### src/rtl/wide_add_sequencer.sv
// Computes WIDTH-bit sums one 4-bit nibble at a time, LSB first, through an external
// pipelined 4-bit adder. Each nibble's carry-out becomes the next nibble's carry-in.
module wide_add_sequencer #(
    parameter int WIDTH   = 16,
    parameter int ADD_LAT = 2
) (
    input  logic             clk,
    input  logic             reset,
    input  logic             in_valid,
    output logic             in_ready,
    input  logic [WIDTH-1:0] in_a,
    input  logic [WIDTH-1:0] in_b,
    input  logic             in_cin,
    output logic             out_valid,
    input  logic             out_ready,
    output logic [WIDTH-1:0] out_sum,
    output logic             out_cout,
    output logic             busy,
    output logic [3:0]       add_a,
    output logic [3:0]       add_b,
    output logic             add_cin,
    input  logic [3:0]       add_sum,
    input  logic             add_cout
);

    localparam int NIB  = WIDTH / 4;
    localparam int IDXW = (NIB > 1) ? $clog2(NIB) : 1;
    localparam int CNTW = (ADD_LAT > 1) ? $clog2(ADD_LAT) : 1;
    localparam logic [IDXW-1:0] LAST_IDX = IDXW'(NIB - 1);
    localparam logic [CNTW-1:0] CNT_INIT = CNTW'(ADD_LAT - 1);

    typedef enum logic [1:0] {IDLE, ISSUE, WAIT, DONE} state_t;

    state_t           state;
    logic [IDXW-1:0]  idx;
    logic [CNTW-1:0]  cnt;
    logic [WIDTH-1:0] a_reg;
    logic [WIDTH-1:0] b_reg;

    // Operand registers hold the nibbles not yet issued; they shift down by one nibble per
    // issue so the next nibble is always at [3:0]. add_cin itself carries the chain.
    // NOTE: non-blocking assignments throughout, so every read below sees the pre-edge value.
    always_ff @(posedge clk or negedge reset) begin
        if (!reset) begin
            state     <= IDLE;
            idx       <= '0;
            cnt       <= '0;
            a_reg     <= '0;
            b_reg     <= '0;
            in_ready  <= 1'b1;
            out_valid <= 1'b0;
            out_sum   <= '0;
            out_cout  <= 1'b0;
            busy      <= 1'b0;
            add_a     <= '0;
            add_b     <= '0;
            add_cin   <= 1'b0;
        end else begin
            case (state)
                IDLE: begin
                    if (in_valid) begin
                        a_reg    <= in_a >> 4;
                        b_reg    <= in_b >> 4;
                        idx      <= '0;
                        out_sum  <= '0;
                        out_cout <= 1'b0;
                        add_a    <= in_a[3:0];
                        add_b    <= in_b[3:0];
                        add_cin  <= in_cin;
                        in_ready <= 1'b0;
                        busy     <= 1'b1;
                        state    <= ISSUE;
                    end
                end
                ISSUE: begin
                    cnt     <= CNT_INIT;
                    add_a   <= '0;
                    add_b   <= '0;
                    add_cin <= 1'b0;
                    state   <= WAIT;
                end
                WAIT: begin
                    if (cnt != '0) begin
                        cnt <= cnt - CNTW'(1);
                    end else begin
                        out_sum[4*idx +: 4] <= add_sum;
                        if (idx == LAST_IDX) begin
                            out_cout  <= add_cout;
                            out_valid <= 1'b1;
                            state     <= DONE;
                        end else begin
                            idx     <= idx + IDXW'(1);
                            add_a   <= a_reg[3:0];
                            add_b   <= b_reg[3:0];
                            add_cin <= add_cout;
                            a_reg   <= a_reg >> 4;
                            b_reg   <= b_reg >> 4;
                            state   <= ISSUE;
                        end
                    end
                end
                DONE: begin
                    if (out_ready) begin
                        out_valid <= 1'b0;
                        busy      <= 1'b0;
                        in_ready  <= 1'b1;
                        state     <= IDLE;
                    end
                end
                default: state <= IDLE;
            endcase
        end
    end

endmodule

### config.mk
export PLATFORM = sky130hd
export DESIGN_NAME = wide_add_sequencer
export DESIGN_NICKNAME = d
export VERILOG_FILES = /design/src/rtl/wide_add_sequencer.sv
export SDC_FILE = /design/constraint.sdc
export NUM_CORES = 1
export LEC_CHECK = 0
export CAP_MARGIN = 10
export CORE_MARGIN = 8
export CORE_UTILIZATION = 32
export DETAILED_ROUTE_END_ITERATION = 6
export PLACE_DENSITY = 0.56
export SYNTH_ARGS = -nofsm -noshare
export SYNTH_HDL_FRONTEND = slang
export SYNTH_SLANG_ARGS = --single-unit
### constraint.sdc
create_clock -name clk -period 5.05 [get_ports clk]
set_input_delay 1.2625 -clock clk [delete_from_list [all_inputs] [get_ports clk]]
set_output_delay 1.2625 -clock clk [all_outputs]
set_load 0.005 [all_outputs]
==> out/qor_table.md <==
| Parameter | Reported | Unit |
|:---|:---|:---|
| Placeable core area | 8760 | um2 |
| Unrepaired setup endpoints after global routing | no | - |
| Cells after Synth | 246 | - |
| Relative area change from synthesis to final layout | 35.1 | % |
| Final WS setup | 1850 | ps |
| Routed wire length | 6.97 | mm |
| Row Count | 34 | - |
| Top flip-flop cell by instance count after synthesis | dfrtp_1 | - |
| Warnings, synthesis | 0 | - |
| Htree depth | 3 | - |
| Final HPWL DP | 4.91 | mm |
| Initial antenna violation count | 0 | - |
| Achievable frequency | 0.312 | GHz |
| Top-level I/O count | 71 | - |
| Crit path time final | 3200 | ps |
| Period utilisation layout | 63.5 | % |
| Die boundary width | 111 | um |
| Port buffer count | 70 | - |
| Number of synthesized flops with an enable pin | 0 | - |
| Status | complete, no violations | - |
| Chip height | 111 | um |
| Category of the critical setup timing path | primary input to flip-flop | - |
| First DRT Iteration DRCs | 106 | - |
| Netlist area before placement | 2900 | um2 |
| Worst-path fanout max | 25 | - |
| Area fraction of the dominant cell type after synthesis | 49.1 | % |
| Net count of the mapped netlist | 297 | - |
| Number of search-and-repair iterations in the first detailed-routing pass | 4 | - |
| Clock edge transition at the registers on the reported setup and hold paths | 70 | ps |
| Worst R2R Setup Slack | 2420 | ps |
| Post-detailed-route DRC marker count | 0 | - |
| Detail-routed net length per standard cell | 16.2 | um |
| Share of flip-flops with an asynchronous set or reset | 100 | % |
| Overflow after GRT | 0 | - |
| Fraction of final layout cells sized beyond drive strength 1 | 20.1 | % |
| Number of post-CTS setup repair buffers | 0 | - |
| Skew-Pair Late Insertion Delay | 340 | ps |
| Post-cts resize count | 0 | - |
| Total Nets Final | 369 | - |
| Pin count of the biggest net entering global routing | 59 | - |
| Biggest area contributors in the synthesized netlist | dfrtp_1, mux2_2, mux2i_1, a22o_1, ha_1 | - |
| Vias in the first global route | 2194 | - |
| Antenna-violating nets left | 0 | - |
| Wire length of the first global-routing pass | 11.7 | mm |
| TritonCTS clock tree | done | - |
| Dominant cell type by area after synthesis | dfrtp_1 | - |
| Final-report hold violation count | 0 | - |
| Number of fill cells | 842 | - |
| Number of antenna cells inserted | 0 | - |
| Count of different cell masters after synthesis | 35 | - |
| Max cap viols | 0 | - |
| Root buffer selected by CTS | clkbuf_8 | - |
| Placement Setup Slack | 1440 | ps |
| Slew at the pin closest to its max-slew limit | 953 | ps |
| Setup TNS after final layout | 0 | ps |
| Overall fraction of global-route tracks in use | 11.6 | % |
| Average size of a mapped cell | 11.8 | um2 |
| Total count of max-transition violations in the final report | 0 | - |
| Total number of clock tree sinks | 58 | - |
| Static leakage | 1.72 | nW |
| Total via count after detailed routing | 2079 | - |
| Post-detailed-route via-to-cell ratio | 4.82 | - |
| Post-CTS Hold Fix Bufs | 0 | - |
| Critical Path RT | 5270 | ps |
| Number of flip-flops and latches in the synthesized netlist | 58 | - |
| Worst setup skew after layout | 8.17 | ps |
| Crit path capture type | flip-flop | - |
| Power per Cell Area | 580 | nW/um2 |
| Final estimated routing congestion in global placement | 0.720 | - |
| Hold crit path type | flip-flop to flip-flop | - |
| Starting density of the core | 33.1 | % |
| Max VDD drop | 174 | uV |
| CTS Buffer Depth | 2 | - |
| Max reg flops | 16 | - |
| Post-synthesis sequential area ratio | 50.0 | % |
| Final Setup Violations | 0 | - |
| Critical Path Start Type | primary input | - |
| Die ar. | 12400 | um2 |
| Data arrival time at the worst-slack endpoint | 3430 | ps |
| TritonCTS Buffers | 9 | - |
| Worst rel slew slack | 36.4 | % |
==> cell usage after synthesis, drive strengths merged, types with 2 or more instances <==
master  count
o21ai       3
ha          9
inv        20
mux2       42
nor2b       9
mux2i      17
nand2b      5
and2        3
clkbuf      4
dfrtp      57
a22o       14
nand3       6
buf         7
nand2      13
nor2        5
nor3        5
a21oi      12
a21o        2
==> per-stage QoR <==
step	area (um2)	utilization [%]	power, mW	std cells	hold slack [ps]
floorplan	2900	-	1.49	246	467
global placement	3680	42.0	1.77	415	482
detailed placement	3680	42.0	1.79	415	488
CTS	3920	44.7	2.31	431	505
global route	3920	44.7	2.44	431	516
finish	3920	44.7	2.27	431	502
==> power by group <==
group | internal (mW) | total, mW | switching, mW
logic | 0.548 | 1.00 | 0.453
clock network | 0.318 | 0.510 | 0.192
registers | 0.650 | 0.763 | 0.113
==> area by class of cell <==
cell class,count,area [um2],share of cell area (%)
Clock buffer,12,165,4.21
Inverter,20,75.1,1.91
Sequential cell,58,1450,37.0
Tap cell,108,135,3.45
Multi-Input combinational cell,157,1310,33.4
Timing Repair Buffer,72,711,18.1
Clock inverter,4,72.6,1.85
==> cells in the final DEF (no fill, tap or decap), types with 2 or more instances in the layout <==
| cell type | instances |
|---|---|
| nand3_1 | 6 |
| nand2_1 | 13 |
| nor2b_1 | 9 |
| nor2_1 | 5 |
| and2_1 | 3 |
| bufinv_16 | 2 |
| mux2i_1 | 17 |
| a21oi_1 | 12 |
| a21o_1 | 2 |
| nand2b_1 | 5 |
| ha_1 | 9 |
| a22o_1 | 14 |
| o21ai_0 | 3 |
| dfrtp_1 | 57 |
| buf_4 | 2 |
| clkbuf_8 | 12 |
| nor3_1 | 5 |
| inv_1 | 20 |
| clkdlybuf4s50_1 | 69 |
| mux2_2 | 41 |
==> cell families (layout without fill, tap and decap cells) <==
group | count (synthesis) | after routing | synth area share, %
AO/OA/AOI/OAI | 36 | 36 | 8.79
adder cells (fa/ha/maj) | 9 | 9 | 3.88
buffers and inverters | 31 | 108 | 5.00
flip-flops | 58 | 58 | 50.0
multiplexers | 59 | 59 | 22.3
AND/OR/NAND/NOR | 53 | 53 | 10.0
==> final timing paths <==
| kind | start | end | depth (start not counted) |
|---|---|---|---|
| min in group asynchronous | reset | a_reg[10] | 2 |
| min reg2reg | a_reg[9] | a_reg[9] | 1 |
| max reg2reg | state[0] | a_reg[5] | 5 |
| min | a_reg[9] | a_reg[9] | 1 |
| max in group asynchronous | reset | state[1] | 2 |
| max | in_valid | a_reg[5] | 4 |
==> worst max-delay path: stages <==
cell	delay [ps]
clkdlybuf4s50_1	520
mux2i_1	450
a21o_1	770
mux2_2	420
==> per-layer routing <==
layer	vias to the layer above	global-route usage, %	wire length (um)
met3	8	4.44	338
met5	-	0	0
met2	47	16.6	3140
met1	1018	15.2	3370
met4	0	4.53	112
li1	1006	-	-
Note: power is estimated with default switching activity, not from simulation.
